===== config.mk =====
export PLATFORM = sky130hd
export DESIGN_NAME = axis_uart_arbiter
export DESIGN_NICKNAME = d
export VERILOG_FILES = /design/src/rtl/axis_uart_arbiter.sv
export SDC_FILE = /design/constraint.sdc
export NUM_CORES = 1
export LEC_CHECK = 0
export CORE_MARGIN = 2
export CORE_UTILIZATION = 40
export CTS_CLUSTER_DIAMETER = 50
export DETAILED_ROUTE_END_ITERATION = 8
export HOLD_SLACK_MARGIN = 0.12
export PLACE_DENSITY = 0.75
export SYNTH_ARGS = -nofsm -noshare
export SYNTH_HDL_FRONTEND = slang
export SYNTH_SLANG_ARGS = --single-unit

===== constraint.sdc =====
create_clock -name clk -period 2.55 [get_ports clk]
set_clock_uncertainty 0.1 [all_clocks]
set_input_delay 0.765 -clock clk [delete_from_list [all_inputs] [get_ports clk]]
set_output_delay 0.765 -clock clk [all_outputs]
set_load 0.02 [all_outputs]

===== src/rtl/axis_uart_arbiter.sv =====
// Packet-level round-robin arbiter sharing one AXI-Stream byte sink (UART TX FIFO)
// between NUM_SRC sources, with a registered output stage and an idle timeout.
module axis_uart_arbiter #(
  parameter int NUM_SRC = 4,
  parameter int WIDTH   = 8,
  parameter int TIMEOUT = 4096
) (
  input  logic                     clk,
  input  logic                     rst,
  input  logic [NUM_SRC*WIDTH-1:0] s_axis_data,
  input  logic [NUM_SRC-1:0]       s_axis_valid,
  input  logic [NUM_SRC-1:0]       s_axis_last,
  output logic [NUM_SRC-1:0]       s_axis_ready,
  output logic [WIDTH-1:0]         m_axis_data,
  output logic                     m_axis_valid,
  output logic                     m_axis_last,
  input  logic                     m_axis_ready,
  output logic [NUM_SRC-1:0]       grant,
  output logic                     busy,
  output logic                     timeout_err
);
  // Handshake rule on both sides: a beat moves on a rising edge where valid && ready
  // are both high; a source holds data/last stable while valid is high and not accepted.

  localparam int IDX_W = $clog2(NUM_SRC);
  localparam int CNT_W = (TIMEOUT > 0) ? $clog2(TIMEOUT + 1) : 1;
  localparam logic [CNT_W-1:0] CNT_MAX  = CNT_W'(TIMEOUT);
  localparam logic [IDX_W-1:0] LAST_IDX = IDX_W'(NUM_SRC - 1);

  typedef enum logic {
    ST_IDLE = 1'b0,
    ST_LOCK = 1'b1
  } state_e;

  state_e           state_q, state_d;
  logic [IDX_W-1:0] gidx_q, gidx_d;
  logic [IDX_W-1:0] last_winner_q, last_winner_d;
  logic [CNT_W-1:0] idle_cnt_q, idle_cnt_d;
  logic             terr_q, terr_d;
  logic [WIDTH-1:0] mdata_q, mdata_d;
  logic             mlast_q, mlast_d;
  logic             mvalid_q, mvalid_d;

  logic             req_any;
  logic [IDX_W-1:0] winner;
  logic             src_valid;
  logic             src_last;
  logic [WIDTH-1:0] src_data;
  logic             in_hs;
  logic [CNT_W-1:0] cnt_inc;
  logic             expire;

  // First requester scanning upward from last_winner+1 with wrap.
  always_comb begin
    req_any = 1'b0;
    winner  = '0;
    for (int k = 1; k <= NUM_SRC; k++) begin
      for (int j = 0; j < NUM_SRC; j++) begin
        if (!req_any && s_axis_valid[j] && (j == ((int'(last_winner_q) + k) % NUM_SRC))) begin
          req_any = 1'b1;
          winner  = IDX_W'(j);
        end
      end
    end
  end

  always_comb begin
    src_valid = 1'b0;
    src_last  = 1'b0;
    src_data  = '0;
    for (int j = 0; j < NUM_SRC; j++) begin
      if (gidx_q == IDX_W'(j)) begin
        src_valid = s_axis_valid[j];
        src_last  = s_axis_last[j];
        src_data  = s_axis_data[j*WIDTH +: WIDTH];
      end
    end
    in_hs = (state_q == ST_LOCK) && src_valid && (!mvalid_q || m_axis_ready);
  end

  always_ff @(posedge clk or negedge rst) begin
    if (!rst) begin
      state_q       <= ST_IDLE;
      gidx_q        <= '0;
      last_winner_q <= LAST_IDX;
      idle_cnt_q    <= '0;
      terr_q        <= 1'b0;
      mdata_q       <= '0;
      mlast_q       <= 1'b0;
      mvalid_q      <= 1'b0;
    end else begin
      state_q       <= state_d;
      gidx_q        <= gidx_d;
      last_winner_q <= last_winner_d;
      idle_cnt_q    <= idle_cnt_d;
      terr_q        <= terr_d;
      mdata_q       <= mdata_d;
      mlast_q       <= mlast_d;
      mvalid_q      <= mvalid_d;
    end
  end

  always_comb begin
    state_d       = state_q;
    gidx_d        = gidx_q;
    last_winner_d = last_winner_q;
    idle_cnt_d    = idle_cnt_q;
    terr_d        = 1'b0;
    cnt_inc       = (idle_cnt_q == CNT_MAX) ? idle_cnt_q : idle_cnt_q + CNT_W'(1);
    expire        = (TIMEOUT > 0) && !src_valid && (cnt_inc == CNT_MAX);
    case (state_q)
      ST_IDLE: begin
        if (req_any) begin
          state_d    = ST_LOCK;
          gidx_d     = winner;
          idle_cnt_d = '0;
        end
      end
      ST_LOCK: begin
        if (in_hs) begin
          idle_cnt_d = '0;
          if (src_last) begin
            state_d       = ST_IDLE;
            last_winner_d = gidx_q;
          end
        end else if (!src_valid) begin
          // A stalled owner is dropped without emitting anything further.
          if (expire) begin
            state_d       = ST_IDLE;
            last_winner_d = gidx_q;
            terr_d        = 1'b1;
          end else if (TIMEOUT > 0) begin
            idle_cnt_d = cnt_inc;
          end
        end
      end
      default: state_d = ST_IDLE;
    endcase
  end

  // Output register runs independently of the FSM so a held beat survives a release.
  always_comb begin
    mdata_d  = mdata_q;
    mlast_d  = mlast_q;
    mvalid_d = mvalid_q;
    if (in_hs) begin
      mdata_d  = src_data;
      mlast_d  = src_last;
      mvalid_d = 1'b1;
    end else if (m_axis_ready) begin
      mvalid_d = 1'b0;
    end
  end

  always_comb begin
    s_axis_ready = '0;
    grant        = '0;
    busy         = (state_q == ST_LOCK);
    if (state_q == ST_LOCK) begin
      for (int j = 0; j < NUM_SRC; j++) begin
        if (gidx_q == IDX_W'(j)) begin
          s_axis_ready[j] = !mvalid_q || m_axis_ready;
          grant[j]        = 1'b1;
        end
      end
    end
  end

  assign m_axis_data  = mdata_q;
  assign m_axis_last  = mlast_q;
  assign m_axis_valid = mvalid_q;
  assign timeout_err  = terr_q;

endmodule


==> qor.csv <==
metric,value,unit
core,5040,um^2
ys.flop_type,dfrtp_1,
fp-row-count,26,
numPortBuffers,62,
period_needed,2.53,ns
vias,2161,
path_clk_slew,0.07,ns
drt-total-wl,6500,um
combPwrFrac,63.8,%
synthArstFlopShare,100,%
ant_nets,0,
yosysTopAreaCellShare,32.6,%
htreeDepth,2,
die_y,76.0,um
grt_overflow_total,0,
synth_edf_count,0,
end_kind,flip-flop,
hold_viol,0,
drcViolationCount,0,
dieArea,5770,um^2
post_synth_most_frequent_cells,"dfrtp_1 (27), nor2_1 (24), nand2_1 (14), inv_1 (13), o21ai_0 (12)",
peakVddDrop,0.649,mV
clk_latency,0.29,ns
setup_viol,0,
min_from,m_axis_last$_DFFE_PN0P_,
critPathSlowestCell,mux4_2,
max_stage_delay,0.54,ns
fin_util,64.1,%
p_per_area,1020,nW/um^2
path_buf_inv,2,
yosysMostFrequentCell,dfrtp_1,
avgSynthCellArea,9.55,um^2
viasPerCell,5.56,
r2r-start,idle_cnt_q[7]$_DFFE_PN0P_,
root_buffer,clkbuf_8,
cts_buffers,5,
crit_arrival,2.61,ns
path_class,primary input to flip-flop,
grt.total_usage,22.7,%
antenna_found_initial,0,
worstPathRequired,2.63,ns
syn_area,2070,um^2
grt_pass1_wl,10500,um
switchingPower,1.37,mW
first_global_vias,2220,
synth_warnings,0,
fillers,402,
layout-drive-gt1-share,29.8,%
dr.pass1.iters,4,
placed_area,3030,um^2
start_util,41.1,%
status,"finished, final reports clean",
cts.sinks,29,
antenna_cells,0,
setup.worst_path.start,s_axis_valid[3],
worstPathCellList,clkdlybuf4s15_1 -> mux4_2 -> buf_4 -> and2_1 -> a21o_4 -> a221o_1 -> a32o_1,
final_design_area_no_fill,3230,um^2
hold_class,flip-flop to flip-flop,
p_clk_share,11.8,%
hold_buffers,0,
nNetsFinal,363,
critPathMaxFanout,10,
dr.first_iter.drc_count,184,
p_int,1.92,mW
cp-start-kind,primary input,
area_growth,56.0,%
clockBufferDepth,2,
gp_congestion,0.895,
syn_inst,217,
cts_tree,yes,
maxCapViolCount,0,
pin_count,63,
p_seq_share,24.4,%
yosys_register_bits,29,
maxSlewHeadroom,72.0,%
hpwl,4850,um
synth.area.top_cells,"dfrtp_1 (33%), mux4_1 (8.9%), mux2_2 (4.9%)",
fmax,0.396,GHz
wl_per_cell,16.7,um
grt_max_degree,30,
ys_seq_area_share,35.1,%
finalCritPeriodShare,99.1,%
dieWidth,76.0,um
post_synth_num_cell_types,51,
synth_nets,262,
slew_viol_final,0,
cp_top_family,compound AO/OA/AOI/OAI gates,
tightestPinTransition,0.417,ns
sw_frac_of_total,41.6,%
hold_slack,0.384,ns
yosysTopAreaCell,dfrtp_1,
leakagePower,1.37,nW
## final cells by class
type	count	area [um^2]	share of cell area [%]
repair buffers	105	951	29.4
inverters	13	48.8	1.51
clock buffers	5	68.8	2.13
flip-flops and latches	29	731	22.6
clock inverters	3	22.5	0.697
multi-input cells	164	1320	40.9
well taps	70	87.6	2.71
## kinds of logic after synthesis
group / share of synthesized area [%]
buffers and inverters: 4.95
AND/OR/NAND/NOR: 21.4
multiplexers: 18.6
AO/OA/AOI/OAI: 18.2
flip-flops: 35.1
XOR/XNOR: 0.423
adder cells (fa/ha/maj): 1.21
## power groups by stage
stage | combinational, mW | sequential (mW) | clock, mW
final | 2.09 | 0.801 | 0.389
after global routing | 2.24 | 0.825 | 0.428
after CTS | 2.02 | 0.791 | 0.401
after detailed placement | 2.00 | 0.796 | 0
after global placement | 1.98 | 0.788 | 0
after floorplan | 1.07 | 0.850 | 0
## placed cells by master, fill, tap and decap left out, types with 3 or more instances in the layout
master | synthesis | final
clkdlybuf4s50_1 | 0 | 49
buf_4 | 0 | 43
dfrtp_1 | 27 | 25
nor2_1 | 24 | 24
inv_1 | 13 | 13
nand2_1 | 14 | 13
o21ai_0 | 12 | 12
mux2_2 | 9 | 9
nor3_1 | 8 | 8
a211oi_1 | 7 | 7
mux4_1 | 7 | 7
a21oi_1 | 7 | 7
nand3_1 | 7 | 6
nand4_1 | 6 | 6
o22ai_1 | 5 | 5
clkbuf_8 | 0 | 5
or2_2 | 4 | 4
nand2b_1 | 4 | 3
and2_1 | 4 | 3
mux4_2 | 3 | 3
a31oi_1 | 4 | 3
clkinvlp_4 | 0 | 3
dlymetal6s2s_1 | 0 | 3
clkdlybuf4s15_1 | 0 | 3
## repair_timing
item / in CTS / in global routing
endpoints found under the setup margin: 25 / 22
resized for setup: 34 / 19
pin swaps: 4 / 5
buffers inserted: 4 / 0
endpoints found under the hold margin: 0 / 0
## registers in the layout, summed over array words and instances, names as in the netlist
register,flops
idle_cnt_q,13
m_axis_data,8
gidx_q,2
last_winner_q,2
busy,1
m_axis_last,1
m_axis_valid,1
timeout_err,1
## layer usage
| metal | vias up | GRT usage, % | routed length [um] |
|---|---|---|---|
| met1 | 1024 | 26.6 | 2570 |
| met3 | 23 | 4.86 | 378 |
| li1 | 1017 | - | - |
| met5 | - | 0 | 0 |
| met4 | 0 | 12.2 | 189 |
| met2 | 97 | 39.2 | 3360 |
## worst register-to-register path: stages (launching register included)
cell	delay [ns]
dfrtp_1	0.48
nand4_1	0.30
o31a_1	0.40
o21ai_2	0.20
a211oi_4	0.06
buf_6	0.14
buf_4	0.13
a221o_1	0.36
a32o_1	0.21
## through the flow
step | std cells | TNS, ns | worst slack, ns | power (mW)
finish | 389 | 0 | 0.0219 | 3.28
global route | 389 | -0.0264 | -0.0264 | 3.49
CTS | 389 | 0 | 0.00149 | 3.21
detailed placement | 377 | -10.57 | -0.451 | 2.80
global placement | 377 | -9.85 | -0.434 | 2.76
floorplan | 217 | 0 | 0.0162 | 1.92
## final timing paths
kind | slack [ns] | cells after the start | end
max in group asynchronous | 1.25 | 2 | last_winner_q[1]$_DFFE_PN1P_
min | 0.38 | 1 | m_axis_last$_DFFE_PN0P_
min in group asynchronous | 0.79 | 2 | m_axis_data[7]$_DFFE_PN0P_
max | 0.02 | 7 | idle_cnt_q[4]$_DFFE_PN0P_
max reg2reg | 0.06 | 8 | idle_cnt_q[4]$_DFFE_PN0P_
min reg2reg | 0.38 | 1 | m_axis_last$_DFFE_PN0P_
No activity file was read; power rests on OpenSTA's default activity.
